--- config.mk ---
export PLATFORM = sky130hd
export DESIGN_NAME = spi_slave_flat
export DESIGN_NICKNAME = d
export VERILOG_FILES = /design/src/rtl/spi_slave_if.sv /design/src/rtl/spi_slave.sv /design/src/flat_wrapper.sv
export SDC_FILE = /design/constraint.sdc
export NUM_CORES = 1
export LEC_CHECK = 0
export CAP_MARGIN = 20
export CORE_ASPECT_RATIO = 1.75
export CORE_MARGIN = 2
export CORE_UTILIZATION = 32
export DETAILED_ROUTE_END_ITERATION = 10
export PLACE_DENSITY = 0.6
export SYNTH_ARGS = -nofsm -noshare
export SYNTH_HDL_FRONTEND = slang
export SYNTH_SLANG_ARGS = --single-unit
--- constraint.sdc ---
create_clock -name clock -period 3.7 [get_ports clock]
set_clock_uncertainty 0.05 [all_clocks]
set_input_delay 0.74 -clock clock [delete_from_list [all_inputs] [get_ports clock]]
set_output_delay 0.74 -clock clock [all_outputs]
set_load 0.02 [all_outputs]
--- src/rtl/spi_slave_if.sv ---
// SPI pins plus the local byte-side handshake of the SPI target.
interface spi_slave_if;
  logic       spiCs;
  logic       spiCk;
  logic       spiDi;
  logic       spiDo;
  logic [7:0] txData;
  logic       txWr;
  logic       txFull;
  logic [7:0] rxData;
  logic       rxValid;
  logic       underrun;
  logic       frameEnd;
  logic       active;

  // Host side: drives the SPI pins and writes transmit bytes.
  modport master (
    output spiCs, spiCk, spiDi, txData, txWr,
    input  spiDo, txFull, rxData, rxValid, underrun, frameEnd, active
  );

  // Target side: the spi_slave block.
  modport slave (
    input  spiCs, spiCk, spiDi, txData, txWr,
    output spiDo, txFull, rxData, rxValid, underrun, frameEnd, active
  );
endinterface

--- src/rtl/spi_slave.sv ---
// SPI mode-0 target, fully oversampled on the system clock.
// CS active low, SCK idle low, MSB first; one-deep transmit holding register.
module spi_slave #(
  parameter logic [7:0]  FILL = 8'hFF,
  parameter int unsigned SYNC = 2
) (
  input  logic      clock,
  input  logic      reset,
  spi_slave_if.slave bus
);

  localparam int unsigned BYTE_W = 8;
  localparam int unsigned CNT_W  = 3;

  typedef enum logic {ST_IDLE, ST_SHIFT} state_e;

  state_e              state_q, state_d;
  logic [SYNC-1:0]     cs_sync_q, cs_sync_d;
  logic [SYNC-1:0]     ck_sync_q, ck_sync_d;
  logic [SYNC-1:0]     di_sync_q, di_sync_d;
  logic                cs_prev_q, cs_prev_d;
  logic                ck_prev_q, ck_prev_d;
  logic [CNT_W-1:0]    bit_cnt_q, bit_cnt_d;
  logic [BYTE_W-1:0]   rx_sh_q, rx_sh_d;
  logic [BYTE_W-1:0]   tx_sh_q, tx_sh_d;
  logic [BYTE_W-1:0]   tx_hold_q, tx_hold_d;
  logic                tx_full_q, tx_full_d;
  logic [BYTE_W-1:0]   rx_data_q, rx_data_d;
  logic                rx_valid_q, rx_valid_d;
  logic                underrun_q, underrun_d;
  logic                frame_end_q, frame_end_d;
  logic                active_q, active_d;
  logic                spi_do_q, spi_do_d;
  logic                load_pend_q, load_pend_d;
  logic                seen_rise_q, seen_rise_d;

  logic                cs_cur, ck_cur, di_cur;
  logic                cs_fall, cs_rise, sck_rise, sck_fall;
  logic                load_now;
  logic [BYTE_W-1:0]   load_byte;
  logic [BYTE_W-1:0]   rx_next;

  assign cs_cur   = cs_sync_q[SYNC-1];
  assign ck_cur   = ck_sync_q[SYNC-1];
  assign di_cur   = di_sync_q[SYNC-1];
  assign cs_fall  = cs_prev_q & ~cs_cur;
  assign cs_rise  = ~cs_prev_q & cs_cur;
  assign sck_rise = ~ck_prev_q & ck_cur;
  assign sck_fall = ck_prev_q & ~ck_cur;
  assign rx_next  = {rx_sh_q[BYTE_W-2:0], di_cur};

  // Byte presented at a load point: held byte, else a same-cycle write, else FILL.
  always_comb begin
    if (tx_full_q) begin
      load_byte = tx_hold_q;
    end else if (bus.txWr) begin
      load_byte = bus.txData;
    end else begin
      load_byte = FILL;
    end
  end

  // Next-state logic: synchronizers, frame FSM, shifters and holding register.
  always_comb begin
    state_d     = state_q;
    cs_sync_d   = {cs_sync_q[SYNC-2:0], bus.spiCs};
    ck_sync_d   = {ck_sync_q[SYNC-2:0], bus.spiCk};
    di_sync_d   = {di_sync_q[SYNC-2:0], bus.spiDi};
    cs_prev_d   = cs_cur;
    ck_prev_d   = ck_cur;
    bit_cnt_d   = bit_cnt_q;
    rx_sh_d     = rx_sh_q;
    tx_sh_d     = tx_sh_q;
    tx_hold_d   = tx_hold_q;
    tx_full_d   = tx_full_q;
    rx_data_d   = rx_data_q;
    rx_valid_d  = 1'b0;
    underrun_d  = 1'b0;
    frame_end_d = 1'b0;
    active_d    = active_q;
    spi_do_d    = spi_do_q;
    load_pend_d = load_pend_q;
    seen_rise_d = seen_rise_q;
    load_now    = 1'b0;

    case (state_q)
      ST_IDLE: begin
        if (cs_fall) begin
          state_d     = ST_SHIFT;
          active_d    = 1'b1;
          bit_cnt_d   = '0;
          rx_sh_d     = '0;
          load_pend_d = 1'b0;
          seen_rise_d = 1'b0;
          load_now    = 1'b1;
        end
      end
      ST_SHIFT: begin
        if (cs_rise) begin
          state_d     = ST_IDLE;
          active_d    = 1'b0;
          bit_cnt_d   = '0;
          rx_sh_d     = '0;
          load_pend_d = 1'b0;
          seen_rise_d = 1'b0;
          frame_end_d = 1'b1;
          spi_do_d    = 1'b1;
        end else if (sck_rise) begin
          rx_sh_d     = rx_next;
          bit_cnt_d   = bit_cnt_q + CNT_W'(1);
          seen_rise_d = 1'b1;
          if (bit_cnt_q == CNT_W'(7)) begin
            rx_data_d   = rx_next;
            rx_valid_d  = 1'b1;
            load_pend_d = 1'b1;
          end
        end else if (sck_fall && seen_rise_q) begin
          if (load_pend_q) begin
            load_now    = 1'b1;
            load_pend_d = 1'b0;
          end else begin
            tx_sh_d  = {tx_sh_q[BYTE_W-2:0], 1'b1};
            spi_do_d = tx_sh_q[BYTE_W-2];
          end
        end
      end
      default: state_d = ST_IDLE;
    endcase

    if (load_now) begin
      tx_sh_d  = load_byte;
      spi_do_d = load_byte[BYTE_W-1];
      if (tx_full_q) begin
        tx_full_d = 1'b0;
      end else if (!bus.txWr) begin
        underrun_d = 1'b1;
      end
    end else if (bus.txWr && !tx_full_q) begin
      tx_hold_d = bus.txData;
      tx_full_d = 1'b1;
    end
  end

  // State register with synchronous reset; CS sync resets low so a live frame is not re-entered.
  always_ff @(posedge clock) begin
    if (reset) begin
      state_q     <= ST_IDLE;
      cs_sync_q   <= '0;
      ck_sync_q   <= '0;
      di_sync_q   <= '0;
      cs_prev_q   <= 1'b0;
      ck_prev_q   <= 1'b0;
      bit_cnt_q   <= '0;
      rx_sh_q     <= '0;
      tx_sh_q     <= '0;
      tx_hold_q   <= '0;
      tx_full_q   <= 1'b0;
      rx_data_q   <= '0;
      rx_valid_q  <= 1'b0;
      underrun_q  <= 1'b0;
      frame_end_q <= 1'b0;
      active_q    <= 1'b0;
      spi_do_q    <= 1'b1;
      load_pend_q <= 1'b0;
      seen_rise_q <= 1'b0;
    end else begin
      state_q     <= state_d;
      cs_sync_q   <= cs_sync_d;
      ck_sync_q   <= ck_sync_d;
      di_sync_q   <= di_sync_d;
      cs_prev_q   <= cs_prev_d;
      ck_prev_q   <= ck_prev_d;
      bit_cnt_q   <= bit_cnt_d;
      rx_sh_q     <= rx_sh_d;
      tx_sh_q     <= tx_sh_d;
      tx_hold_q   <= tx_hold_d;
      tx_full_q   <= tx_full_d;
      rx_data_q   <= rx_data_d;
      rx_valid_q  <= rx_valid_d;
      underrun_q  <= underrun_d;
      frame_end_q <= frame_end_d;
      active_q    <= active_d;
      spi_do_q    <= spi_do_d;
      load_pend_q <= load_pend_d;
      seen_rise_q <= seen_rise_d;
    end
  end

  assign bus.spiDo    = spi_do_q;
  assign bus.txFull   = tx_full_q;
  assign bus.rxData   = rx_data_q;
  assign bus.rxValid  = rx_valid_q;
  assign bus.underrun = underrun_q;
  assign bus.frameEnd = frame_end_q;
  assign bus.active   = active_q;

endmodule
--- src/flat_wrapper.sv ---
// flat-port wrapper written by rule: the top's interface ports become plain ports
module spi_slave_flat 
#(
  parameter logic [7:0]  FILL = 8'hFF,
  parameter int unsigned SYNC = 2
)
  (clock, reset, bus_spiCs, bus_spiCk, bus_spiDi, bus_txData, bus_txWr, bus_spiDo, bus_txFull, bus_rxData, bus_rxValid, bus_underrun, bus_frameEnd, bus_active);
  spi_slave_if bus_i ();
  input  logic clock;
  input  logic reset;
  input wire logic [$bits(bus_i.spiCs)-1:0] bus_spiCs;
  input wire logic [$bits(bus_i.spiCk)-1:0] bus_spiCk;
  input wire logic [$bits(bus_i.spiDi)-1:0] bus_spiDi;
  input wire logic [$bits(bus_i.txData)-1:0] bus_txData;
  input wire logic [$bits(bus_i.txWr)-1:0] bus_txWr;
  output wire logic [$bits(bus_i.spiDo)-1:0] bus_spiDo;
  output wire logic [$bits(bus_i.txFull)-1:0] bus_txFull;
  output wire logic [$bits(bus_i.rxData)-1:0] bus_rxData;
  output wire logic [$bits(bus_i.rxValid)-1:0] bus_rxValid;
  output wire logic [$bits(bus_i.underrun)-1:0] bus_underrun;
  output wire logic [$bits(bus_i.frameEnd)-1:0] bus_frameEnd;
  output wire logic [$bits(bus_i.active)-1:0] bus_active;
  assign bus_i.spiCs = bus_spiCs;
  assign bus_i.spiCk = bus_spiCk;
  assign bus_i.spiDi = bus_spiDi;
  assign bus_i.txData = bus_txData;
  assign bus_i.txWr = bus_txWr;
  assign bus_spiDo = bus_i.spiDo;
  assign bus_txFull = bus_i.txFull;
  assign bus_rxData = bus_i.rxData;
  assign bus_rxValid = bus_i.rxValid;
  assign bus_underrun = bus_i.underrun;
  assign bus_frameEnd = bus_i.frameEnd;
  assign bus_active = bus_i.active;
  spi_slave #(.FILL(FILL), .SYNC(SYNC)) u_core (.clock(clock), .reset(reset), .bus(bus_i));
endmodule
### Word level (Yosys, flattened, before mapping)

Cells that the tools add are included.

| word-level totals | value |
|---|---|
| input bits | 14 |
| register bits | 50 |
| output and inout bits | 14 |
| logic and storage cells | 105 |

| cells by class | value |
|---|---|
| reductions and logical operators | 17 |
| bitwise operators | 12 |
| multiplexer cells | 45 |
| eq/ne operators | 11 |
| $add $sub $neg | 1 |

Operators by type and width:

| kind | number |
|---|---|
| $mux W7 | 9 |
| $mux W1 | 24 |
| $mux W8 | 2 |
| $pmux W7 S2 | 1 |
| $pmux W1 S2 | 5 |
| $mux W3 | 3 |
| $ne A2 B2 Y1 const B | 4 |
| $ne A4 B4 Y1 const B | 2 |
| $not A1 Y1 | 8 |
| $reduce_and A4 Y1 | 2 |
| $ne A3 B3 Y1 const B | 2 |
| $pmux W3 S2 | 1 |
| $reduce_and A2 Y1 | 3 |
| $reduce_and A5 Y1 | 1 |
| $and A1 B1 Y1 | 4 |
| $reduce_bool A2 Y1 | 2 |
| $reduce_or A2 Y1 | 2 |
| $reduce_or A4 Y1 | 1 |
| $add A3 B1 Y3 const B | 1 |
| $eq A3 B3 Y1 const B | 1 |
| $ne A3 B2 Y1 const B | 1 |
| $reduce_and A3 Y1 | 1 |
| $reduce_bool A3 Y1 | 1 |
| $reduce_or A3 Y1 | 1 |
| 3 further kinds | 4 |

### Logic depth before layout (Yosys ltp)

Gate-level depths: netlist of the first run.

| logic depth | value |
|---|---|
| depth after elaboration | 9 |
| depth in mapped cells | 7 |
| mapped depth without buffers | 5 |

### Least setup slack after synthesis of the first run

No wires, ideal clock.

| timing path | value |
|---|---|
| path type | input -> register |
| from | in bus_txWr |
| to | reg u_core.tx_hold_q[5] |
| path slack | 1.920 ns |
| cell stages on the path | 4 |
| required time | 3.522 ns |
| arrival time | 1.602 ns |
| cell sequence | nand2b_1 a311oi_4 mux2i_1 nor2_1 |

| on the way | value |
|---|---|
| longest elaborated chain between the ends | 2 |

Ends and longest elaborated chain:

| what | line | RTL |
|---|---|---|
| start: declaration | flat_wrapper.sv:15 | `input wire logic [$bits(bus_i.txWr)-1:0] bus_txWr;` |
| $logic_and A1 B1 Y1 | spi_slave.sv:138 | `end else if (bus.txWr && !tx_full_q) begin` |
| $reduce_and A2 Y1 (no line) | -- |  |
| end signal: assignment | spi_slave.sv:176 | `tx_hold_q <= tx_hold_d;` |
| end: declaration | spi_slave.sv:26 | `logic [BYTE_W-1:0] tx_hold_q, tx_hold_d;` |

No other way between the ends.
A chain may end at the register's enable or synchronous reset.

### Final worst setup path of the first run

| timing path | value |
|---|---|
| from | in bus_txWr |
| to | reg u_core.tx_hold_q[3] |

Same word-level chain as after synthesis.

==> results of run 1 <==
-- cells in the mapped netlist (all sizes together) --
| library cell | count | area share |
|---|---|---|
| a22oi | 5 | 0.019 |
| a31o | 1 | 0.0044 |
| o21a | 1 | 0.0037 |
| clkbuf | 12 | 0.022 |
| nor3b | 2 | 0.010 |
| a21oi | 11 | 0.027 |
| nor2 | 30 | 0.056 |
| buf | 6 | 0.015 |
| o21ai | 6 | 0.015 |
| o2bb2ai | 1 | 0.0044 |
| a2111oi | 1 | 0.0044 |
| a311o | 1 | 0.0050 |
| nor3 | 1 | 0.0025 |
| a31oi | 3 | 0.0093 |
| inv | 10 | 0.019 |
| dfxtp | 50 | 0.50 |
| nand3 | 9 | 0.022 |
| nor4 | 1 | 0.0031 |
| nand4 | 1 | 0.0031 |
| and4b | 1 | 0.0050 |
| and3b | 1 | 0.0044 |
| a2bb2oi | 1 | 0.0044 |
| nand2 | 20 | 0.037 |
| a211oi | 1 | 0.0037 |
| and2 | 1 | 0.0031 |
| and3 | 1 | 0.0031 |
| nand2b | 3 | 0.0093 |
| nor2b | 9 | 0.028 |
| mux2 | 1 | 0.0056 |
| mux2i | 8 | 0.040 |
| a221oi | 7 | 0.030 |
| a32oi | 9 | 0.039 |
| a311oi | 1 | 0.013 |
| o211ai | 5 | 0.019 |
| ha | 2 | 0.012 |
-- worst min-delay path by stage --
stage / start / to / cells after the start / slack [ns]
floorplan: u_core.ck_sync_q[0] / u_core.ck_sync_q[1] / 1 / 0.36
global placement: u_core.cs_sync_q[0] / u_core.cs_sync_q[1] / 1 / 0.37
detailed placement: u_core.di_sync_q[0] / u_core.di_sync_q[1] / 1 / 0.38
CTS: u_core.cs_sync_q[0] / u_core.cs_sync_q[1] / 1 / 0.40
global route: u_core.ck_sync_q[0] / u_core.ck_sync_q[1] / 1 / 0.42
finish: u_core.cs_sync_q[0] / u_core.cs_sync_q[1] / 1 / 0.40
-- report_power, final --
group	total [W]	switching [W]	internal, W
combinational	0.0000774	0.0000406	0.0000368
sequential	0.000563	0.0000113	0.000552
clock	0.000376	0.000176	0.000199
total	0.00102	0.000228	0.000788
-- logic make-up (layout without fill, tap and decap cells) --
logic type      after synthesis  count (layout)  share of synthesized area
compound gates               54              54                      0.202
flops                        50              50                      0.498
fa+ha+maj                     2               2                     0.0124
mux                           9               9                     0.0454
simple gates                 80              80                      0.187
buf+inv                      28              47                     0.0560
-- through the flow --
step                      cell area [um2]  std cells  worst slack, ns  power (W)   util
after floorplan                      2010        223             1.92   0.000622      -
after global placement               2310        313             1.05   0.000652  0.377
after detailed placement             2320        314            0.961   0.000654  0.379
after CTS                            2430        322             1.29    0.00103  0.396
after global routing                 2430        322             1.16    0.00106  0.396
final                                2430        322             1.31    0.00102  0.396
-- metal layers --
layer,share of wire,GRT usage
met1,0.42,0.147
met3,0.038,0.0279
met4,0.016,0.0559
met5,0,0
met2,0.52,0.251
-- registers in the layout, indices dropped and copies added (netlist names) --
register,count
u_core.bit_cnt_q,3
u_core.bus.active,1
u_core.bus.frameEnd,1
u_core.bus.rxData,8
u_core.bus.rxValid,1
u_core.bus.spiDo,1
u_core.bus.txFull,1
u_core.bus.underrun,1
u_core.ck_prev_q,1
u_core.ck_sync_q,2
u_core.cs_prev_q,1
u_core.cs_sync_q,2
u_core.di_sync_q,2
u_core.load_pend_q,1
u_core.rx_sh_q,7
u_core.seen_rise_q,1
u_core.state_q,1
u_core.tx_hold_q,8
u_core.tx_sh_q,7
-- layout make-up --
cell class	count	area [um2]
Tap cell	80	100
Clock inverter	3	40.0
Timing Repair Buffer	29	285
Fill cell	621	3700
Inverter	10	37.5
Multi-Input combinational cell	145	898
Clock buffer	5	68.8
Sequential cell	50	1000
==> out/results.ini, run 1 <==
[run_status]
status = complete, no violations

[routing]
drt_first_pass_iters = 4
wl_mm = 4.46
route.detailed.drc = 0
vias = 1638
vias_per_cell = 5.09
routedWlPerCell_um = 13.9
ant_nets = 0
initialDrtViolationCount = 140

[timing]
worst_hold_slack_ns = 0.396
fin_crit_sh = 0.647
finalCriticalPeriod_ns = 2.39
maxSlewViolCount = 0
slew_headroom = 0.560
rsz0062_at_grt = false
max_freq_ghz = 0.418
tns_ns = 0
setup_viol = 0
worstMarginPinSlew_ns = 0.660
hold_violations = 0

[synth]
synth_cells = 223
syn_nets = 239
yosysWarnings = 0
syn_avg_cell_area_um2 = 9.02
synthDistinctLibCells = 37
ys_ff_latch = 50
synth.cell_area_um2 = 2010
yosysSeqAreaShare = 0.498

[critical_path]
ff2ff_path_depth = 4
r2r_end = u_core.tx_sh_q[4]
worstSetupStartpoint = bus_txWr
crit_family = buffers and inverters
crit_arrival_ns = 2.52
cp-endpoint = u_core.tx_hold_q[3]
critPathLaunchType = input port
regToRegSetupSlack_ns = 1.72
path_max_fanout = 11
slowest_delay_ns = 0.68
cp_slowest_cell = clkdlybuf4s50_1
worstPathCellList = clkdlybuf4s50_1 > nand2b_1 > a311oi_4 > mux2i_1 > nor2_1
crit_buf_inv = 1
critPathKind = in -> reg
rr_startpoint = u_core.state_q
required_ns = 3.82
critPathCaptureType = register
worst-path-stages = 5

[clock_tree]
cts_sinks = 50
cts_max_level = 2
ctsHoldBuffers = 0
clock_latency_ns = 0.30
post-cts-setup-buffer-count = 0
max-clock-path-buffers = 2
cts.clk_slew.worst_paths_ns = 0.09
cts_tree = built
ctsResizeCount = 0
cts_buffers = 5
cts-root-buf = clkbuf_8

[global_route]
overflow = 0
grt_first_pass_wirelength_mm = 7.38
grt.total_usage = 0.135
antenna_found_initial = 0
grt_pass1_vias = 1626
grt_max_degree = 51

[die]
start_util = 0.328
die_area_um2 = 6960
die_w_um = 63.9
fp-row-count = 38
io_pins = 28
core_area_um2 = 6130
die_y_um = 109

[power]
p_per_area_nw_per_um2 = 418
ir_worst_vdd_v = 0.000271
p_leak_nw = 0.881

[min_path]
hold_path_class = reg -> reg

[place]
gp_congestion = 0.725
io_buffers = 27
hpwl_mm = 3.02

[job]
maxCapViolCount = 0

[final_layout]
layout_commonest_cell = dfxtp_1
final_nets = 257
mostFrequentLayoutCells = dfxtp_1 (50), nor2_1 (30), clkdlybuf4s50_1 (27)
final_layout_size_suffix_gt1_frac = 0.0537
area_growth_pct = 20.8
diodes = 0

Power figures use the tool's default switching activity.
==> inputs of run 2 (changes only) <==
PLACE_DENSITY = 0.62   (was 0.6)
clock period = 2 ns   (was 3.7 ns; I/O delays follow)
==> run 2 against run 1 <==
Sequential cell count did not move. First-iteration DRC count fell by 36%. Wire length fell by 3.1%. Setup slack got worse by 1.2 ns. Largest cell class unchanged. Highest routed layer unchanged.
==> out/results.ini, run 2 (synthesis results as in run 1) <==
[routing]
routedWlPerCell_um = 12.9  ; -6.9%
ant_nets = 0  ; unchanged
wl_mm = 4.32  ; -3.1%
initialDrtViolationCount = 90  ; -36%
drt_first_pass_iters = 4  ; unchanged
vias = 1654  ; +0.98%
route.detailed.drc = 0  ; unchanged
vias_per_cell = 4.94  ; -2.9%

[critical_path]
critPathLaunchType = register
crit_family = buffers and inverters
path_max_fanout = 9  ; -2
critPathCaptureType = output port
required_ns = 1.55  ; -2.27 ns
critPathKind = reg -> out
crit_arrival_ns = 1.45  ; -1.07 ns
crit_buf_inv = 1  ; unchanged
worstPathCellList = clkdlybuf4s50_1
cp_slowest_cell = clkdlybuf4s50_1
slowest_delay_ns = 0.66  ; -0.02 ns

[die]
fp-row-count = 38  ; unchanged
die_w_um = 63.9  ; unchanged
die_area_um2 = 6960  ; unchanged
io_pins = 28  ; unchanged
start_util = 0.328  ; unchanged
die_y_um = 109  ; unchanged
core_area_um2 = 6130  ; unchanged

[timing]
maxSlewViolCount = 0  ; unchanged
finalCriticalPeriod_ns = 1.90
worstMarginPinSlew_ns = 0.641  ; -0.0184 ns
hold_violations = 0  ; unchanged
fin_crit_sh = 0.949
max_freq_ghz = 0.527
tns_ns = 0  ; unchanged
rsz0062_at_grt = false
slew_headroom = 0.568  ; +0.00777
worst_hold_slack_ns = 0.390  ; -0.00620 ns
setup_viol = 0  ; unchanged

[clock_tree]
cts_max_level = 2  ; unchanged
cts_sinks = 50  ; unchanged
ctsResizeCount = 0  ; unchanged
cts_tree = built
ctsHoldBuffers = 0  ; unchanged
max-clock-path-buffers = 2  ; unchanged
post-cts-setup-buffer-count = 0  ; unchanged
cts-root-buf = clkbuf_8
cts.clk_slew.worst_paths_ns = 0.08  ; about the same
clock_latency_ns = 0.30  ; about the same
cts_buffers = 5  ; unchanged

[power]
p_per_area_nw_per_um2 = 705  ; +69%
power_w = 0.00180  ; +78%
ir_worst_vdd_v = 0.000339  ; +25%
p_leak_nw = 0.945  ; +7.4%

[final_layout]
diodes = 0  ; unchanged
final_layout_size_suffix_gt1_frac = 0.106  ; +0.0522
area_growth_pct = 27.2
mostFrequentLayoutCells = dfxtp_1 (50), nor2_1 (30), clkdlybuf4s50_1 (27)
layout_commonest_cell = dfxtp_1
final_nets = 270  ; +5.1%

[place]
hpwl_mm = 3.09  ; +2.5%
io_buffers = 27  ; unchanged
gp_congestion = 0.744  ; +2.7%

[global_route]
grt_max_degree = 24  ; -53%
grt_pass1_vias = 1625  ; -0.062%
grt_first_pass_wirelength_mm = 7.31  ; -1.0%
grt.total_usage = 0.135  ; -0.000647
overflow = 0  ; unchanged
antenna_found_initial = 0  ; unchanged

[min_path]
hold_path_class = reg -> reg

[job]
maxCapViolCount = 0  ; unchanged

[run_status]
status = complete, no violations

## run 2: cell type report
class | instances | area [um2]
fillers | 611 | 3570
flip-flops and latches | 50 | 1000
multi-input cells | 145 | 905
repair buffers | 42 | 420
well taps | 80 | 100
clock buffers | 6 | 82.6
inverters | 10 | 37.5
clock inverters | 2 | 12.5
## run 2: where the power goes
group          switching [W]  internal (W)  total [W]  leakage [nW]
clock network       0.000321      0.000278   0.000600        0.0472
logic              0.0000825     0.0000848   0.000167         0.492
registers          0.0000171       0.00102    0.00104         0.406
total               0.000421       0.00138    0.00180         0.945
## run 2: path summary, 6_finish.rpt
| kind | start | end | slack, ns | depth (start not counted) |
|---|---|---|---|---|
| hold / removal | u_core.cs_sync_q[0] | u_core.cs_sync_q[1] | 0.39 | 1 |
| setup / recovery | u_core.bus.txFull | bus_txFull | 0.10 | 1 |
| hold reg to reg | u_core.cs_sync_q[0] | u_core.cs_sync_q[1] | 0.39 | 1 |
| setup reg to reg | u_core.cs_prev_q | u_core.tx_sh_q[6] | 0.19 | 5 |
## run 2: metrics by stage
stage	setup slack, ns	utilization	instances	area [um2]
5_1_grt	0.0354	0.417	335	2560
2_1_floorplan	0.270	-	223	2010
6_report	0.103	0.417	335	2560
3_3_place_gp	0.111	0.399	326	2450
3_5_place_dp	0.125	0.401	327	2460
4_1_cts	0.0813	0.416	335	2550
## run 2: metal layers
layer  share of wire  up-vias  routed length, um  global-route usage
met5               0        -                  0                   0
met4           0.019        0                 82              0.0699
met2            0.53       24               2300               0.250
met1            0.42      776               1820               0.144
li1                -      848                  -                   -
met3           0.028        6                120              0.0206
==> inputs of run 3 (changes only) <==
CTS_CLUSTER_SIZE = 24   (was default)
==> results of run 3 <==
Same layout as run 2: the final DEF is identical, and so are final timing and power.
==> variant 1 (flow settings as in run 2) <==
Take the reset off `rx_sh_q` and load it in a clocked block of its own.
--- a/src/rtl/spi_slave.sv
+++ b/src/rtl/spi_slave.sv
@@ -151,7 +151,6 @@
       cs_prev_q   <= 1'b0;
       ck_prev_q   <= 1'b0;
       bit_cnt_q   <= '0;
-      rx_sh_q     <= '0;
       tx_sh_q     <= '0;
       tx_hold_q   <= '0;
       tx_full_q   <= 1'b0;
@@ -171,7 +170,6 @@
       cs_prev_q   <= cs_prev_d;
       ck_prev_q   <= ck_prev_d;
       bit_cnt_q   <= bit_cnt_d;
-      rx_sh_q     <= rx_sh_d;
       tx_sh_q     <= tx_sh_d;
       tx_hold_q   <= tx_hold_d;
       tx_full_q   <= tx_full_d;
@@ -186,6 +184,10 @@
     end
   end
 
+  always_ff @(posedge clock) begin
+    rx_sh_q <= rx_sh_d;
+  end
+
   assign bus.spiDo    = spi_do_q;
   assign bus.txFull   = tx_full_q;
   assign bus.rxData   = rx_data_q;
Function: same outputs for any inputs over 10 cycles, from zero or initial values and one cycle with reset high; that may be too few to reach the edited logic, so the function may still have changed.
==> variant 1 against run 2 <==
Wire length is 10% lower; sequential cell count did not move; cell count fell by 2.4%; cell area increased by 3.5%; power up 28%; via count shrank 5.2%; register-to-register slack better by 0.14 ns; synthesized area increased by 3.9%; worst setup slack improved by 0.20 ns; sequential share of layout area rose by 1.3 points; global-route usage shrank 1.5 points; critical endpoint is now bus_spiDo; largest power group is now the clock network; highest routed layer unchanged.
==> variant 1: results (changes against run 2) <==
| Metric | Value |
|---|---|
| Metal-1 WL | 1.60 mm (-12%) |
| Met2 usage | 20.7% (-4.3 points) |
| Sw Ratio | 19.7% (-3.6 points) |
| Clock root cell | clkbuf_16 |
| Vias | 1568 (-5.2%) |
| Initial antenna violation count | 0 (unchanged) |
| Count of flip-flops with a built-in enable after synthesis | 7 (+7) |
| Post-Synth Adder-Cell Area | 1.20% (-0.047 points) |
| Multiplexer share of the synthesized area | 7.66% (+3.1 points) |
| Final HPWL DP | 2.89 mm (-6.6%) |
| Compound-gate portion of the synthesized area | 10.3% (-9.9 points) |
| Library cells used by synthesis | 30 (-19%) |
| Final Wtd Congestion | 0.754 (+1.4%) |
| Number of global-route vias before repair | 1495 (-8.0%) |
| Synth Instances | 216 (-3.1%) |
| Leakage | 1.08 nW (+15%) |
| Routed wire length per instance | 11.9 µm (-8.1%) |
| DP Cell Count | 319 (-2.4%) |
| Met3 global-route usage | 3.05% (+0.98 points) |
| Post-Place Cell Area | 0.00245 mm² (-0.10%) |
| Setup WS pre-CTS | 0.167 ns (+0.0412 ns) |
| GR Util met1 | 13.2% (-1.2 points) |
| Met2 WL | 2.07 mm (-10%) |
| Slew @ Worst Pin | 0.401 ns (-0.240 ns) |
| Largest net degree at the start of global routing | 21 (-13%) |
| All-Layer GR Usage | 11.9% (-1.5 points) |
| Synth top cells by count | dfxtp_1 (43), nor2_1 (26), nand2b_1 (17) |
| Clock net power | 0.00107 W (+78%) |
| Sequential cell area fraction in the yosys report | 51.2% (+1.5 points) |
| Post-route non-filler standard cell count | 327 (-2.4%) |
| Outcome | complete, no violations |
| First DRT Iteration DRCs | 51 (-43%) |
| Largest cells by area after synthesis | dfxtp_1 (41%), edfxtp_1 (10%), mux2i_1 (7.7%) |
| First-pass GRT wire length | 6.80 mm (-7.0%) |
| Worst path max stage delay | 0.61 ns (-0.05 ns) |
| Critical path peak fanout | 2 (-7) |
| Synth Net Count | 232 (-2.9%) |
| Pint | 0.00185 W (+34%) |
| Max IR drop VDD | 0.854 mV (+150%) |
| Layout cell share with drive strength beyond 1 | 8.57% (-2.0 points) |
[variant 1: cell types whose count changed in the layout (fill, tap and decap cells not counted), sizes merged, moves of 6 or more]
cell / change
edfxtp: +7
nand2b: +14
nor3: +8
and3: +7
dfxtp: -7
mux2i: +8
buf: -6
a32oi: -9
nand2: -13
[variant 1: area by class of cell]
type | count | area [µm²]
Clock buffer | 5 | 125
Clock inverter | 3 | 68.8
Fill cell | 674 | 3790
Inverter | 8 | 30.0
Multi-Input combinational cell | 143 | 913
Sequential cell | 50 | 1070
Tap cell | 82 | 103
Timing Repair Buffer | 36 | 338
[variant 1: worst paths after layout]
kind                       start                  end  cells past startpoint  slack, ns
min          u_core.ck_sync_q[0]  u_core.ck_sync_q[1]                      1       0.39
max reg2reg       u_core.state_q    u_core.rx_sh_q[5]                      4       0.33
max             u_core.bus.spiDo            bus_spiDo                      1       0.30
min reg2reg  u_core.ck_sync_q[0]  u_core.ck_sync_q[1]                      1       0.39
==> variant 2 (settings of run 2) <==
Made on the original files. `SYNC` is set to 2 in 2 places; all go to 4.
--- a/src/rtl/spi_slave.sv
+++ b/src/rtl/spi_slave.sv
@@ -2,7 +2,7 @@
 // CS active low, SCK idle low, MSB first; one-deep transmit holding register.
 module spi_slave #(
   parameter logic [7:0]  FILL = 8'hFF,
-  parameter int unsigned SYNC = 2
+  parameter int unsigned SYNC = 4
 ) (
   input  logic      clock,
   input  logic      reset,
--- a/src/flat_wrapper.sv
+++ b/src/flat_wrapper.sv
@@ -2,7 +2,7 @@
 module spi_slave_flat 
 #(
   parameter logic [7:0]  FILL = 8'hFF,
-  parameter int unsigned SYNC = 2
+  parameter int unsigned SYNC = 4
 )
   (clock, reset, bus_spiCs, bus_spiCk, bus_spiDi, bus_txData, bus_txWr, bus_spiDo, bus_txFull, bus_rxData, bus_rxValid, bus_underrun, bus_frameEnd, bus_active);
   spi_slave_if bus_i ();
Behaviour: not the same (a bounded check fails within 10 cycles, from zero or initial values and one cycle with reset high).
==> variant 2 against run 2 <==
First-iteration DRC count fell by 50%; register-to-register slack improved by 0.09 ns; count of clock-buffer cells in the layout did not move; worst setup slack improved by 0.13 ns; power rose by 26%; synthesized area rose by 12%; cell count rose by 10%; cell area rose by 9.9%; sequential cell count rose by 6; largest cell class unchanged; wire length rose by 6.3%; highest routed layer unchanged; non-clock buffer count rose by 1.
==> variant 2: results (changes against run 2) <==
| Metric | Value |
|---|---|
| FF+latch count, synth | 56 (+12%) |
| Sequential cell area fraction in the yosys report | 49.8% (+0.054 points) |
| CP arrival | 1.32 ns (-0.13 ns) |
| Met2 WL | 2.37 mm (+3.0%) |
| Synth top cells by count | dfxtp_1 (56), a21oi_1 (26), nand2_1 (26) |
| Sw Ratio | 21.0% (-2.3 points) |
| DR vias/cell | 5.04 (+2.1%) |
| CP max stage cell | clkdlybuf4s50_1 |
| First DRT Iteration DRCs | 45 (-50%) |
| Layout multi-input combinational cell count | 175 (+21%) |
| Cts bufs inserted | 5 (unchanged) |
| Fraction of area in multi-input gates | 35.9% (+0.52 points) |
| Critical path peak fanout | 5 (-4) |
| Setup Fix Bufs, Post-CTS | 0 (unchanged) |
| Leakage | 0.964 nW (+1.9%) |
| Largest net degree at the start of global routing | 26 (+8.3%) |
| All-Layer GR Usage | 13.4% (-0.048 points) |
| Worst path max stage delay | 0.63 ns (-0.03 ns) |
| Synth Net Count | 270 (+13%) |
| Max IR drop VDD | 0.373 mV (+10%) |
| Largest cells by area after synthesis | dfxtp_1 (50%), a21oi_1 (5.8%), nand3_1 (5.6%) |
| Routed WL | 4.59 mm (+6.3%) |
| Layout area overhead | 24.9% |
| Library cells used by synthesis | 39 (+5.4%) |
| Die X | 67.4 µm (+5.4%) |
| Non-CTS buffers | 43 (+2.4%) |
| Non-clk invs | 3 (-7) |
| Met2 usage | 22.8% (-2.2 points) |
| Clock root cell | clkbuf_16 |
| Clk network pwr share | 43.7% (+11 points) |
| Met3 global-route usage | 2.25% (+0.19 points) |
| Post-Place Cell Area | 0.00264 mm² (+7.6%) |
| Number of global-route vias before repair | 1770 (+8.9%) |
| Worst rel slew slack | 69.2% (+12 points) |
| Layout cell share with drive strength beyond 1 | 11.6% (+0.99 points) |
| Clock network area share | 5.96% (+2.2 points) |
| Final Wtd Congestion | 0.836 (+12%) |
| Switching Power | 0.000476 W (+13%) |
| CTS H-tree depth | 2 (unchanged) |
| Met3 WL | 152 µm (+27%) |
| GR Util met1 | 15.6% (+1.2 points) |
| Seq/total area | 39.9% (+0.76 points) |
| Metal-1 WL | 1.94 mm (+6.6%) |
| NumNets Final | 300 (+11%) |
| Outcome | complete, no violations |
| First-pass GRT wire length | 8.11 mm (+11%) |
| Fillers | 696 (+14%) |
==> variant 2: metrics by stage <==
step | instances | hold slack [ns] | worst slack (ns)
2_1_floorplan | 254 | 0.364 | 0.493
3_3_place_gp | 361 | 0.371 | 0.318
3_5_place_dp | 361 | 0.371 | 0.285
4_1_cts | 369 | 0.386 | 0.209
5_1_grt | 369 | 0.414 | 0.154
6_report | 369 | 0.381 | 0.229
==> variant 2: final timing paths <==
kind	from	endpoint	slack, ns	cells past startpoint
hold / removal	u_core.di_sync_q[2]	u_core.di_sync_q[3]	0.38	1
setup / recovery	u_core.bus.txFull	bus_txFull	0.23	1
setup reg to reg	u_core.cs_prev_q	u_core.tx_sh_q[3]	0.28	4
hold reg to reg	u_core.di_sync_q[2]	u_core.di_sync_q[3]	0.38	1
==> variant 2: logic make-up after synthesis <==
family,share of synthesized area (%)
buffers and inverters,5.39
flip-flops,49.8
AND/OR/NAND/NOR,24.2
AO/OA/AOI/OAI,19.0
adder cells (fa/ha/maj),1.56
